==> config.mk <==
export PLATFORM = sky130hd
export DESIGN_NAME = gf180mcu_nor_reduce_pipe
export DESIGN_NICKNAME = d
export VERILOG_FILES = /design/src/rtl/gf180mcu_nor_reduce_pipe.sv
export SDC_FILE = /design/constraint.sdc
export NUM_CORES = 1
export LEC_CHECK = 0
export CAP_MARGIN = 5
export CORE_AREA = 2 2 39 41
export CTS_BUF_LIST = sky130_fd_sc_hd__clkbuf_4 sky130_fd_sc_hd__clkbuf_8
export DETAILED_ROUTE_END_ITERATION = 6
export DIE_AREA = 0 0 41 43
export SYNTH_ARGS = -nofsm -noshare
export SYNTH_HDL_FRONTEND = slang
export SYNTH_SLANG_ARGS = --single-unit
==> constraint.sdc <==
create_clock -name CLK -period 1.66 [get_ports CLK]
set_clock_uncertainty 0.15 [all_clocks]
set_input_delay 0.498 -clock CLK [delete_from_list [all_inputs] [get_ports CLK]]
set_output_delay 0.498 -clock CLK [all_outputs]
set_load 0.02 [all_outputs]
==> src/rtl/gf180mcu_nor_reduce_pipe.sv <==
`default_nettype none
// ============================================================================
// Module      : gf180mcu_nor_reduce_pipe
// Description : Parametrised, pipelined wide-NOR (all-zero detector).
//               A GROUP-ary OR tree with one register per level reduces A to
//               a single bit; the last level inverts it to give ZN. A valid bit
//               travels alongside the data. A persistence filter counts
//               consecutive valid ZN=1 results (HITS, saturating at HOLD) and
//               raises STABLE once HOLD of them have been seen.
// Parameters  : WIDTH (2..256), GROUP (2..8), HOLD (1..255).
//               Pipeline latency = ceil(log_GROUP(WIDTH)) cycles, minimum 1.
// Ports       : CLK, RST (async, active-high)
//               A[WIDTH-1:0], IN_VALID            - input sample and qualifier
//               ZN, OUT_VALID                     - registered NOR and qualifier
//               STABLE, HITS[clog2(HOLD+1)-1:0]   - persistence filter state
//               CLR, STICKY                       - only with NOR_REDUCE_STICKY_EN
// Options     : `define NOR_REDUCE_STICKY_EN adds the CLR input and STICKY
//               output (latched record of STABLE rising, cleared by CLR).
// Revision    : 1.0 - initial release
// ============================================================================
module gf180mcu_nor_reduce_pipe #(
    parameter int WIDTH = 16,
    parameter int GROUP = 4,
    parameter int HOLD  = 3
) (
    input  logic                         CLK,
    input  logic                         RST,
    input  logic [WIDTH-1:0]             A,
    input  logic                         IN_VALID,
`ifdef NOR_REDUCE_STICKY_EN
    input  logic                         CLR,
    output logic                         STICKY,
`endif
    output logic                         ZN,
    output logic                         OUT_VALID,
    output logic                         STABLE,
    output logic [$clog2(HOLD+1)-1:0]    HITS
);

    // Number of nodes at a given tree level (level 0 is the raw input).
    function automatic int level_width(input int lvl);
        int w;
        w = WIDTH;
        for (int i = 0; i < lvl; i++) begin
            w = (w + GROUP - 1) / GROUP;
        end
        return w;
    endfunction

    // Levels needed to reduce WIDTH bits to one; never fewer than one so the
    // output is always registered.
    function automatic int calc_levels();
        int w;
        int n;
        w = WIDTH;
        n = 0;
        for (int i = 0; i < 64; i++) begin
            if (w > 1) begin
                w = (w + GROUP - 1) / GROUP;
                n = n + 1;
            end
        end
        if (n < 1) begin
            n = 1;
        end
        return n;
    endfunction

    localparam int c_levels = calc_levels();
    localparam int c_hits_w = $clog2(HOLD + 1);
    localparam logic [c_hits_w-1:0] c_hold = c_hits_w'(HOLD);
    localparam logic [c_hits_w-1:0] c_one  = c_hits_w'(1);

    // ------------------------------------------------------------------
    // Reduction tree: each level ORs GROUP-wide slices of the previous
    // level. The input is zero-extended so a short final node sees zeros
    // on its unused inputs, which cannot disturb an OR.
    // ------------------------------------------------------------------
    for (genvar l = 1; l <= c_levels; l++) begin : g_level
        localparam int c_in_w  = level_width(l - 1);
        localparam int c_out_w = level_width(l);
        localparam int c_pad_w = c_out_w * GROUP;

        logic [c_in_w-1:0]  w_in;
        logic [c_pad_w-1:0] w_pad;
        logic [c_out_w-1:0] w_or;
        logic [c_out_w-1:0] w_d;
        logic [c_out_w-1:0] r_q;

        if (l == 1) begin : g_src_port
            assign w_in = A;
        end else begin : g_src_prev
            assign w_in = g_level[l-1].r_q;
        end

        assign w_pad = c_pad_w'(w_in);

        for (genvar n = 0; n < c_out_w; n++) begin : g_node
            assign w_or[n] = |w_pad[n*GROUP +: GROUP];
        end

        // Only the last level inverts, turning the OR tree into a NOR.
        if (l == c_levels) begin : g_invert
            assign w_d = ~w_or;
        end else begin : g_pass
            assign w_d = w_or;
        end

        always_ff @(posedge CLK or posedge RST) begin
            if (RST) begin
                r_q <= '0;
            end else begin
                r_q <= w_d;
            end
        end
    end

    assign ZN = g_level[c_levels].r_q[0];

    // ------------------------------------------------------------------
    // Valid sideband: a shift register matching the tree depth.
    // ------------------------------------------------------------------
    logic [c_levels-1:0] r_valid;

    always_ff @(posedge CLK or posedge RST) begin
        if (RST) begin
            r_valid <= '0;
        end else begin
            r_valid[0] <= IN_VALID;
            for (int i = 1; i < c_levels; i++) begin
                r_valid[i] <= r_valid[i-1];
            end
        end
    end

    assign OUT_VALID = r_valid[c_levels-1];

    // ------------------------------------------------------------------
    // Persistence filter. It acts on the registered ZN/OUT_VALID, so HITS
    // trails the result it counts by one cycle. Invalid slots hold state.
    // ------------------------------------------------------------------
    logic [c_hits_w-1:0] r_hits;
    logic [c_hits_w-1:0] w_hits_next;
    logic                r_stable;
    logic                w_stable_next;

    always_comb begin
        w_hits_next = r_hits;
        if (OUT_VALID) begin
            if (ZN) begin
                if (r_hits != c_hold) begin
                    w_hits_next = r_hits + c_one;
                end
            end else begin
                w_hits_next = '0;
            end
        end
    end

    assign w_stable_next = (w_hits_next == c_hold);

    always_ff @(posedge CLK or posedge RST) begin
        if (RST) begin
            r_hits   <= '0;
            r_stable <= 1'b0;
        end else begin
            r_hits   <= w_hits_next;
            r_stable <= w_stable_next;
        end
    end

    assign HITS   = r_hits;
    assign STABLE = r_stable;

`ifdef NOR_REDUCE_STICKY_EN
    // Sets on the edge STABLE rises; a simultaneous CLR loses to the set.
    logic r_sticky;

    always_ff @(posedge CLK or posedge RST) begin
        if (RST) begin
            r_sticky <= 1'b0;
        end else if (w_stable_next && !r_stable) begin
            r_sticky <= 1'b1;
        end else if (CLR) begin
            r_sticky <= 1'b0;
        end
    end

    assign STICKY = r_sticky;
`endif

endmodule
`default_nettype wire

==> results.md <==
- Result of the run: finished, final reports clean
- Finished Layout Cells: 70
- Number of nets produced by synthesis: between 40 and 50
- Initial core utilization: 24.1%
- Highest net fanout along the worst path: 3
- Distinct cells, synth: 10
- Via count of the first global-routing pass: 320
- Total chip power: 512 uW
- CP endpoint kind: output pin
- # port buffers: 23
- Sequential cell area: roughly 250 um^2
- GP Congestion: around 0.60
- Synthesis Warnings: 0
- Fraction of layout cells with a size suffix above 1: 13.0%
- Maxcap violations: 0
- First-pass GRT wire length: 1.19 mm
- NumNets Final: 74
- RSZ-0062 raised after global routing: no
- Main combinational cell family by area after synthesis: simple AND/OR/NAND/NOR gates
- Num Clock Sinks: 10
- Kind of path behind the tightest hold check: reg2reg
- Number of cells on the worst reg-to-reg path: 3
- Number of nets with antenna violations after routing: 0
- Detailed-route wire length per cell: around 10 um
- Clock insertion delay at the later pin of the skew report: around 0.26 ns
- Synthesis-stage register bit count: 10
- Total routing resource utilization after global routing: a little over a tenth
- Cell area after placement: roughly 610 um^2
- Final setup violation count: 0
- Worst hold slack: 0.204 ns
- Initial DRT Pass Iterations: 2
- Worst endpoint required time: between 1 and 1.5 ns
- Post-synthesis share of cell area spent on full adders, half adders and majority gates: 0%
- Cell Area, Synth: 333 um^2
- Kind of cell adding the most delay to the critical path: flip-flops
- Sum of routed wire segments on met1: roughly 210 um
- Die Span Y: ~43 um
- Power dissipated by switching net loads: ~90 uW
- Total of fill cells in the finished design: 131
- Cell at the root of the clock tree: sky130_fd_sc_hd__clkbuf_4
- Slowest Stage Delay on Critical Path: between 0.3 and 0.4 ns
- Max-slew headroom: between 70% and 80%
- Cell internal pwr: between 400 and 500 uW
- Switching fraction of total power: between 10% and 20%
- Average cell area after synthesis: roughly 14 um^2
- CTS tree: done
- Final-report hold violation count: 0
- Number of vias in the routed layout: 306
- Area fraction in and, or, nand and nor cells after synthesis: 15.8%
- Multiplexer fraction of the synthesized cell area: 0%
- Max Fclk: 616 MHz
- Crit path launch type: flip-flop
- Final standard cell area without fillers: between 600 and 700 um^2
- Cell Rows: 14
- Leakage power: between 0.2 and 0.3 nW
- Residual overflow from global routing: 0
- Routed wire length on met3: 86 um
- Final antenna diode count: 0
- Worst-path cell chain: dlygate4sd2_1
- Buffer and inverter count on the worst path: 1
- Share of the synthesized area in compound gates (AO/OA/AOI/OAI): between 6 and 7%
- Post-synthesis to final-layout area growth: 91.0%
- Vias per inst: about 4.4
- Instance count of the mapped netlist: 24
- Post-CTS clock slew at the launch and capture registers of the worst setup and hold paths: approximately 0.060 ns
- Final wirelength: ~700 um
- Critical path data arrival time: a little under 1 ns
- Share of the synthesized netlist area taken by xor and xnor gates: 0%
- CP Depth: 1
- Number of buffers added by the clock tree synthesis step: 3
- Shortest period the worst path allows: 1.62 ns
- Highest routed metal layer: met4
- Cell at the slowest stage of the critical path: sky130_fd_sc_hd__dfrtp_1
- Fraction of power consumed by the clock network: 40.9%
- Number of instances in the placed design: 66
- Post-Route Setup TNS: 0 ns
- Period Utilization, post-route: 97.8%
- Worst Setup Path Type: reg2out
- Floorplan die width: 41 um
- DR WL met2: a little under 400 um
- Maximum number of pins on one net before global-route repair: 11
- Transition at the pin with the smallest max-transition slack: 0.365 ns
- Maximum buffer depth of the clock tree: 2
- Cell Pwr Density: around 810 nW/um^2
- Antenna violations before repair: 0
- Combinational fraction of design power: 10.3%
- Sequential Power Share: approximately half
- Placeable core region: 1380 um^2
- DRC: 0
- Largest vdd supply drop: ~0.31 mV
- Sequential area share after synthesis: approximately three quarters
- I/O pin count: 24
- Max Transition Viols Final: 0
- H-tree lvl count: 1
- Footprint of the multi-input gates: roughly 75 um^2
- Min-Delay Path Depth: 0
- Number of violations reported at the end of detailed-routing iteration 0: 2
- Floorplan die area: 1760 um^2
sequential cells by signal, summed over array words and instances, names as in the netlist:
| register | cells |
|---|---|
| r_valid | 2 |
| HITS | 2 |
| STABLE | 1 |
| g_level.r_q | 4 |
| ZN | 1 |
worst paths after layout:
check                           start           endpoint  slack (ns)
setup / recovery                   ZN                 ZN        0.04
min in group asynchronous         RST            HITS[1]        0.36
hold reg to reg            r_valid[0]         r_valid[1]        0.20
hold / removal             r_valid[0]         r_valid[1]        0.20
max in group asynchronous         RST  g_level[1].r_q[1]        0.74
setup reg to reg           r_valid[1]             STABLE        0.64
metrics by stage:
stage	util, %	worst slack [ns]
after global placement	43.8	-0.0310
after global routing	45.9	0.000220
final	45.9	0.0365
after CTS	45.9	0.0221
after detailed placement	43.8	-0.0565
after floorplan	-	0.379
cell type report:
cell class / count / area share (%)
multi-input cells: 12 / 11.8
well taps: 16 / 3.15
clock buffers: 4 / 5.71
repair buffers: 26 / 38.8
inverters: 2 / 1.18
flip-flops and latches: 10 / 39.4
kinds of logic (layout without fill, tap and decap cells):
kind of cell	after synthesis	count (layout)
flops	10	10
simple gates	8	8
compound gates	4	4
buf+inv	2	32
routing by layer:
metal / track usage (%) / vias to the layer above
met3: 3.14 / 2
met4: 10.0 / 0
met1: 10.1 / 136
met2: 17.5 / 24
li1: - / 144
met5: 0 / -
placed cells by master, fill, tap and decap left out, drive strengths merged:
| cell | n |
|---|---|
| inv | 2 |
| buf | 3 |
| nand2 | 1 |
| nor4 | 1 |
| a21boi | 1 |
| a21oi | 2 |
| nor2b | 1 |
| clkdlybuf4s50 | 18 |
| nand2b | 1 |
| dlygate4sd2 | 5 |
| dfrtp | 10 |
| o21ai | 1 |
| clkbuf | 4 |
| or4 | 4 |
synthesized netlist by cell type:
library cell | number | area share, %
sky130_fd_sc_hd__dfrtp_1 | 10 | 75
sky130_fd_sc_hd__or4_1 | 4 | 9.0
sky130_fd_sc_hd__a21oi_1 | 2 | 3.0
sky130_fd_sc_hd__inv_1 | 2 | 2.3
sky130_fd_sc_hd__a21boi_0 | 1 | 2.3
sky130_fd_sc_hd__nand2_1 | 1 | 1.1
sky130_fd_sc_hd__nand2b_1 | 1 | 1.9
sky130_fd_sc_hd__nor2b_1 | 1 | 1.9
sky130_fd_sc_hd__nor4_1 | 1 | 1.9
sky130_fd_sc_hd__o21ai_0 | 1 | 1.5
power by group through the flow:
stage / sequential, mW / combinational (mW) / clock, mW
after floorplan: 0.257 / 0.00592 / 0
after global placement: 0.255 / 0.0543 / 0
after detailed placement: 0.255 / 0.0547 / 0
after CTS: 0.250 / 0.0539 / 0.222
after global routing: 0.250 / 0.0588 / 0.233
final: 0.250 / 0.0527 / 0.210
timing repair:
action | in CTS | in global routing
gates resized for setup | 5 | 0
setup buffers | 0 | 0
endpoints found under the setup margin | 5 | 0
hold buffers | 0 | 0
Note: power is estimated with default switching activity, not from simulation.
